## src/rtl/usb_tx.sv

```systemverilog
// USB 2.0 LS/FS transmitter: SYNC, bit-stuffed NRZI data (LSB first) and EOP onto D+/D-.
// Optional packet abort (bit-stuff violation then EOP) built when USB_TX_ABORT_EN is defined.
package types;
  typedef enum logic [1:0] {
    D_SE0 = 2'b00,
    D_K   = 2'b01,
    D_J   = 2'b10
  } d_port_t;
endpackage

module usb_tx #(
  parameter int unsigned CLK_DIV = 4
) (
  input  logic          clk,
  input  logic          rstx,
  input  logic [7:0]    tx_data,
  input  logic          tx_valid,
  output logic          tx_ready,
`ifdef USB_TX_ABORT_EN
  input  logic          tx_abort,
`endif
  output types::d_port_t d,
  output logic          oe,
  output logic          active
);
  import types::*;

  localparam int unsigned DW = $clog2(CLK_DIV);

  typedef enum logic [2:0] {
    IDLE,
    SYNC,
    DATA,
    EOP_SE0,
    EOP_J
`ifdef USB_TX_ABORT_EN
    , ABORT
`endif
  } state_t;

  state_t          state_q, state_d;
  logic [DW-1:0]   div_q, div_d;
  logic [2:0]      bit_q, bit_d;
  logic [7:0]      byte_q, byte_d;
  logic [2:0]      ones_q, ones_d;
  d_port_t         line_q, line_d;
  logic            oe_q, oe_d;
  logic            act_q, act_d;
`ifdef USB_TX_ABORT_EN
  logic            abort_q, abort_d;
  logic            abort_req;
`endif

  logic            bnd;
  logic            last;
  logic            stuff;
  logic            send;
  logic            sbit;
  logic [2:0]      nxt;

  always_ff @(posedge clk or negedge rstx) begin
    if (!rstx) begin
      state_q <= IDLE;
      div_q   <= '0;
      bit_q   <= '0;
      byte_q  <= '0;
      ones_q  <= '0;
      line_q  <= D_J;
      oe_q    <= 1'b0;
      act_q   <= 1'b0;
`ifdef USB_TX_ABORT_EN
      abort_q <= 1'b0;
`endif
    end else begin
      state_q <= state_d;
      div_q   <= div_d;
      bit_q   <= bit_d;
      byte_q  <= byte_d;
      ones_q  <= ones_d;
      line_q  <= line_d;
      oe_q    <= oe_d;
      act_q   <= act_d;
`ifdef USB_TX_ABORT_EN
      abort_q <= abort_d;
`endif
    end
  end

  // Decisions are taken on the last clock of each bit period (bnd); the stuff
  // check precedes the load point so a stuff bit after a byte's last '1' delays it.
  always_comb begin
    state_d  = state_q;
    div_d    = div_q + DW'(1);
    bit_d    = bit_q;
    byte_d   = byte_q;
    ones_d   = ones_q;
    line_d   = line_q;
    oe_d     = oe_q;
    act_d    = act_q;
    tx_ready = 1'b0;
    send     = 1'b0;
    sbit     = 1'b0;
    bnd      = &div_q;
    last     = (bit_q == 3'd7);
    stuff    = (ones_q == 3'd6);
    nxt      = bit_q + 3'd1;
`ifdef USB_TX_ABORT_EN
    abort_d   = abort_q;
    abort_req = abort_q | tx_abort;
`endif

    unique case (state_q)
      IDLE: begin
        div_d  = '0;
        ones_d = '0;
        line_d = D_J;
        oe_d   = 1'b0;
        act_d  = 1'b0;
`ifdef USB_TX_ABORT_EN
        abort_d = 1'b0;
`endif
        if (tx_valid) begin
          state_d = SYNC;
          byte_d  = 8'h80;
          bit_d   = '0;
          send    = 1'b1;
          sbit    = 1'b0;
          oe_d    = 1'b1;
          act_d   = 1'b1;
        end
      end
      SYNC, DATA: begin
`ifdef USB_TX_ABORT_EN
        abort_d = abort_req;
`endif
        if (bnd) begin
`ifdef USB_TX_ABORT_EN
          if (abort_req) begin
            state_d = ABORT;
            bit_d   = '0;
            abort_d = 1'b0;
          end else
`endif
          if (stuff) begin
            send = 1'b1;
            sbit = 1'b0;
          end else if (!last) begin
            bit_d = nxt;
            send  = 1'b1;
            sbit  = byte_q[nxt];
          end else if (tx_valid) begin
            tx_ready = 1'b1;
            state_d  = DATA;
            byte_d   = tx_data;
            bit_d    = '0;
            send     = 1'b1;
            sbit     = tx_data[0];
          end else begin
            state_d = EOP_SE0;
            bit_d   = '0;
            line_d  = D_SE0;
          end
        end
      end
      EOP_SE0: begin
        if (bnd) begin
          bit_d = nxt;
          if (bit_q[0]) begin
            state_d = EOP_J;
            line_d  = D_J;
          end
        end
      end
      EOP_J: begin
        if (bnd) begin
          state_d = IDLE;
          div_d   = '0;
          oe_d    = 1'b0;
          act_d   = 1'b0;
        end
      end
`ifdef USB_TX_ABORT_EN
      ABORT: begin
        if (bnd) begin
          if (last) begin
            state_d = EOP_SE0;
            bit_d   = '0;
            line_d  = D_SE0;
          end else begin
            bit_d = nxt;
          end
        end
      end
`endif
      default: state_d = IDLE;
    endcase

    if (send) begin
      if (!sbit) begin
        line_d = (line_q == D_K) ? D_J : D_K;
        ones_d = '0;
      end else begin
        ones_d = ones_q + 3'd1;
      end
    end
  end

  assign d      = line_q;
  assign oe     = oe_q;
  assign active = act_q;

endmodule
```

## config.mk

```make
export PLATFORM = sky130hd
export DESIGN_NAME = usb_tx
export DESIGN_NICKNAME = d
export VERILOG_FILES = /design/src/rtl/usb_tx.sv
export SDC_FILE = /design/constraint.sdc
export NUM_CORES = 1
export LEC_CHECK = 0
export ABC_CLOCK_PERIOD_IN_PS = 6900
export BUFFER_PORTS_ARGS = -buffer_cell sky130_fd_sc_hd__buf_2
export CAP_MARGIN = 20
export CORE_MARGIN = 4
export CORE_UTILIZATION = 60
export DETAILED_ROUTE_END_ITERATION = 7
export PLACE_DENSITY = 0.93
export SLEW_MARGIN = 10
export SYNTH_ARGS = -nofsm -noshare
export SYNTH_HDL_FRONTEND = slang
export SYNTH_SLANG_ARGS = --single-unit
```

## constraint.sdc

```tcl
create_clock -name clk -period 6.9 [get_ports clk]
set_input_delay 0.69 -clock clk [delete_from_list [all_inputs] [get_ports clk]]
set_output_delay 0.69 -clock clk [all_outputs]
set_load 0.1 [all_outputs]
```

==> out/metrics.csv <==
metric;value;unit
GRT Util Overall;0.204;
filler cell count;185;
Tcrit/Tclk final;0.441;
Die ar.;3110;um2
Max Clock Skew;0.0127;ns
critical path data arrival time;2.35;ns
Synth Cell Area;1370;um2
Final Hold Viols;0;
crit-path cells;ha_1 -> ha_1 -> a21boi_0 -> and4_1 -> buf_2;
clk slew on worst S/H paths;0.13;ns
Final #Nets;177;
combinational share of power;0.572;
via count of the first global-routing pass;1152;
Net Sw Frac;0.485;
CP Launch Type;flip-flop;
largest net degree at the start of global routing;23;
fmax;328;MHz
pwr/cell area;499;nW/um2
Yosys top cell area share;0.384;
PnR Total Power;737;uW
final RePlAce weighted congestion;0.930;
Hold Crit Class;primary input to asynchronous set/reset pin;
setup TNS;0;ns
postcts setup bufs;0;
1st-pass router iterations;4;
CTS sink cnt;22;
Iter 0 DRT Violations;21;
initial core utilization;0.625;
worst-margin pin slew;0.547;ns
Clock Tree Buf Depth;2;
vias;1110;
Post-Synthesis Cells;150;
CTS Buf Count;3;
Site Rows;17;
critical path capture point type;output port;
sequential area share after synthesis;0.403;
Reg power frac;0.329;
top_reg_cell synth;dfrtp_1;
internal power;379;uW
DRC Markers;0;
P_sw;358;uW
WP buf/inv;1;
first-pass GRT wire length;5080;um
Post-Syn Area per Cell;9.13;um2
maximum vdd drop;0.000291;V
vias per cell;5.90;
total grt overflow;0;
Yosys warning total;0;
Max Cap Viol;0;
antenna violations before repair;0;
Post-synth EDFFs;0;
WL/cell;15.2;um
WL final;2860;um
Clk pwr share;0.099;
core area;2190;um2
post-synth cell types;45;
antenna cells;0;
Pleak;0.735;nW
Net Count, Synth;166;
worst hold margin;0.312;ns
post-route ant nets;0;
post-synthesis register bit count;22;
input/output buffers;15;
Clock Tree Root;clkbuf_4;
fin worst setup slack;3.86;ns
status;completed;
Slew Limit Headroom;0.635;
pins over their slew limit;0;
worst path required time;6.21;ns
RSZ-0062 raised after global routing;no;
Post-CTS Resized;0;
H-tree depth;1;
most frequent cell after synthesis;dfrtp_1;
critical-path maximum fanout;8;
die height;55.8;um
Die W;55.8;um
post-route minimum period;3.04;ns
HPWL Detailed;2160;um
Hold Buf Count CTS;0;
CTS tree;done;
max incr delay on CP;0.48;ns
Top Ports;16;
synth top area cells;dfrtp_1, mux2i_1, nand2_1;
layout cells sized above 1;0.175;
largest area contributor in the netlist;dfrtp_1;
Crit Path Class;flip-flop to output port;
Post-synth ARST share;1.00;
Setup violations, final;0;
Post-synth top cells;dfrtp_1, nand2_1, inv_1, o21ai_0;
Most common cell on crit path;ha_1;
CP top delay family;flip-flops;
pre-CTS setup slack;4.24;ns
worst skew pair latency;0.32;ns
Synth-to-Final Area Change;7.76;%
CP max stage cell;dfrtp_1;
[cell families after synthesis]
| kind of cell | Yosys count | share of synthesized area |
|---|---|---|
| and+or+nand+nor | 51 | 0.194 |
| AOI/OAI and AO/OA | 33 | 0.159 |
| muxes | 13 | 0.107 |
| buffers and inverters | 22 | 0.0648 |
| DFF | 22 | 0.403 |
| xor gates and xnor gates | 2 | 0.0128 |
| adders and majority gates | 7 | 0.0603 |
[cell usage in the layout, fill, tap and decap left out, types with 3 or more instances in the layout]
cell type  instances
nand2b_1           4
dfrtp_1           21
nor2b_1            7
inv_1             13
buf_2             15
o21ai_0           13
o31ai_1            4
nand2_1           18
clkbuf_4           3
ha_1               5
a21oi_1            4
nor2_1             9
mux2i_1            9
[power by group through the flow]
stage          Sequential [mW]  Clock (mW)  Combinational (mW)
3_5_place_dp             0.244           0               0.420
5_1_grt                  0.252      0.0813               0.465
3_3_place_gp             0.237           0               0.402
4_1_cts                  0.241      0.0744               0.423
2_1_floorplan            0.283           0               0.304
6_report                 0.242      0.0727               0.422
[routing by layer]
layer,global-route usage,up-vias,wire length (um),share of wire
met1,0.250,516,1210,0.42
met3,0.0325,13,149,0.052
met5,0,-,0,0
met4,0.0972,0,99,0.035
met2,0.346,45,1410,0.49
li1,-,536,-,-
[state kept, by name, indices dropped and copies added, names as in the netlist]
signal   count
active       1
bit_q        3
byte_q       8
d            2
div_q        2
ones_q       3
state_q      3
[cell type report]
cell class | instances | area [um2] | area share
Sequential cell | 22 | 552 | 0.374
Inverter | 13 | 48.8 | 0.0331
Tap cell | 28 | 35.0 | 0.0237
Multi-Input combinational cell | 106 | 729 | 0.494
Clock buffer | 4 | 36.3 | 0.0246
Timing Repair Buffer | 15 | 75.1 | 0.0508
[path summary, 6_finish.rpt]
kind	cells past startpoint	slack, ns	from	end
worst max-delay path	5	3.86	bit_q[0]$_DFFE_PN0P_	tx_ready
worst min-delay path	1	0.31	rstx	active$_DFFE_PN0P_
worst max register to register	6	4.50	bit_q[0]$_DFFE_PN0P_	d[1]$_DFF_PN1_
worst min register to register	1	0.45	div_q[0]$_DFF_PN0_	div_q[0]$_DFF_PN0_
max in group asynchronous	1	6.22	rstx	d[1]$_DFF_PN1_
min in group clk	1	0.45	div_q[0]$_DFF_PN0_	div_q[0]$_DFF_PN0_
[through the flow]
stage,area [um2],utilization,cells
floorplan,1370,-,150
global placement,1440,0.657,184
detailed placement,1440,0.657,184
CTS,1480,0.674,188
global route,1480,0.674,188
finish,1480,0.674,188
Power figures use the tool's default switching activity.
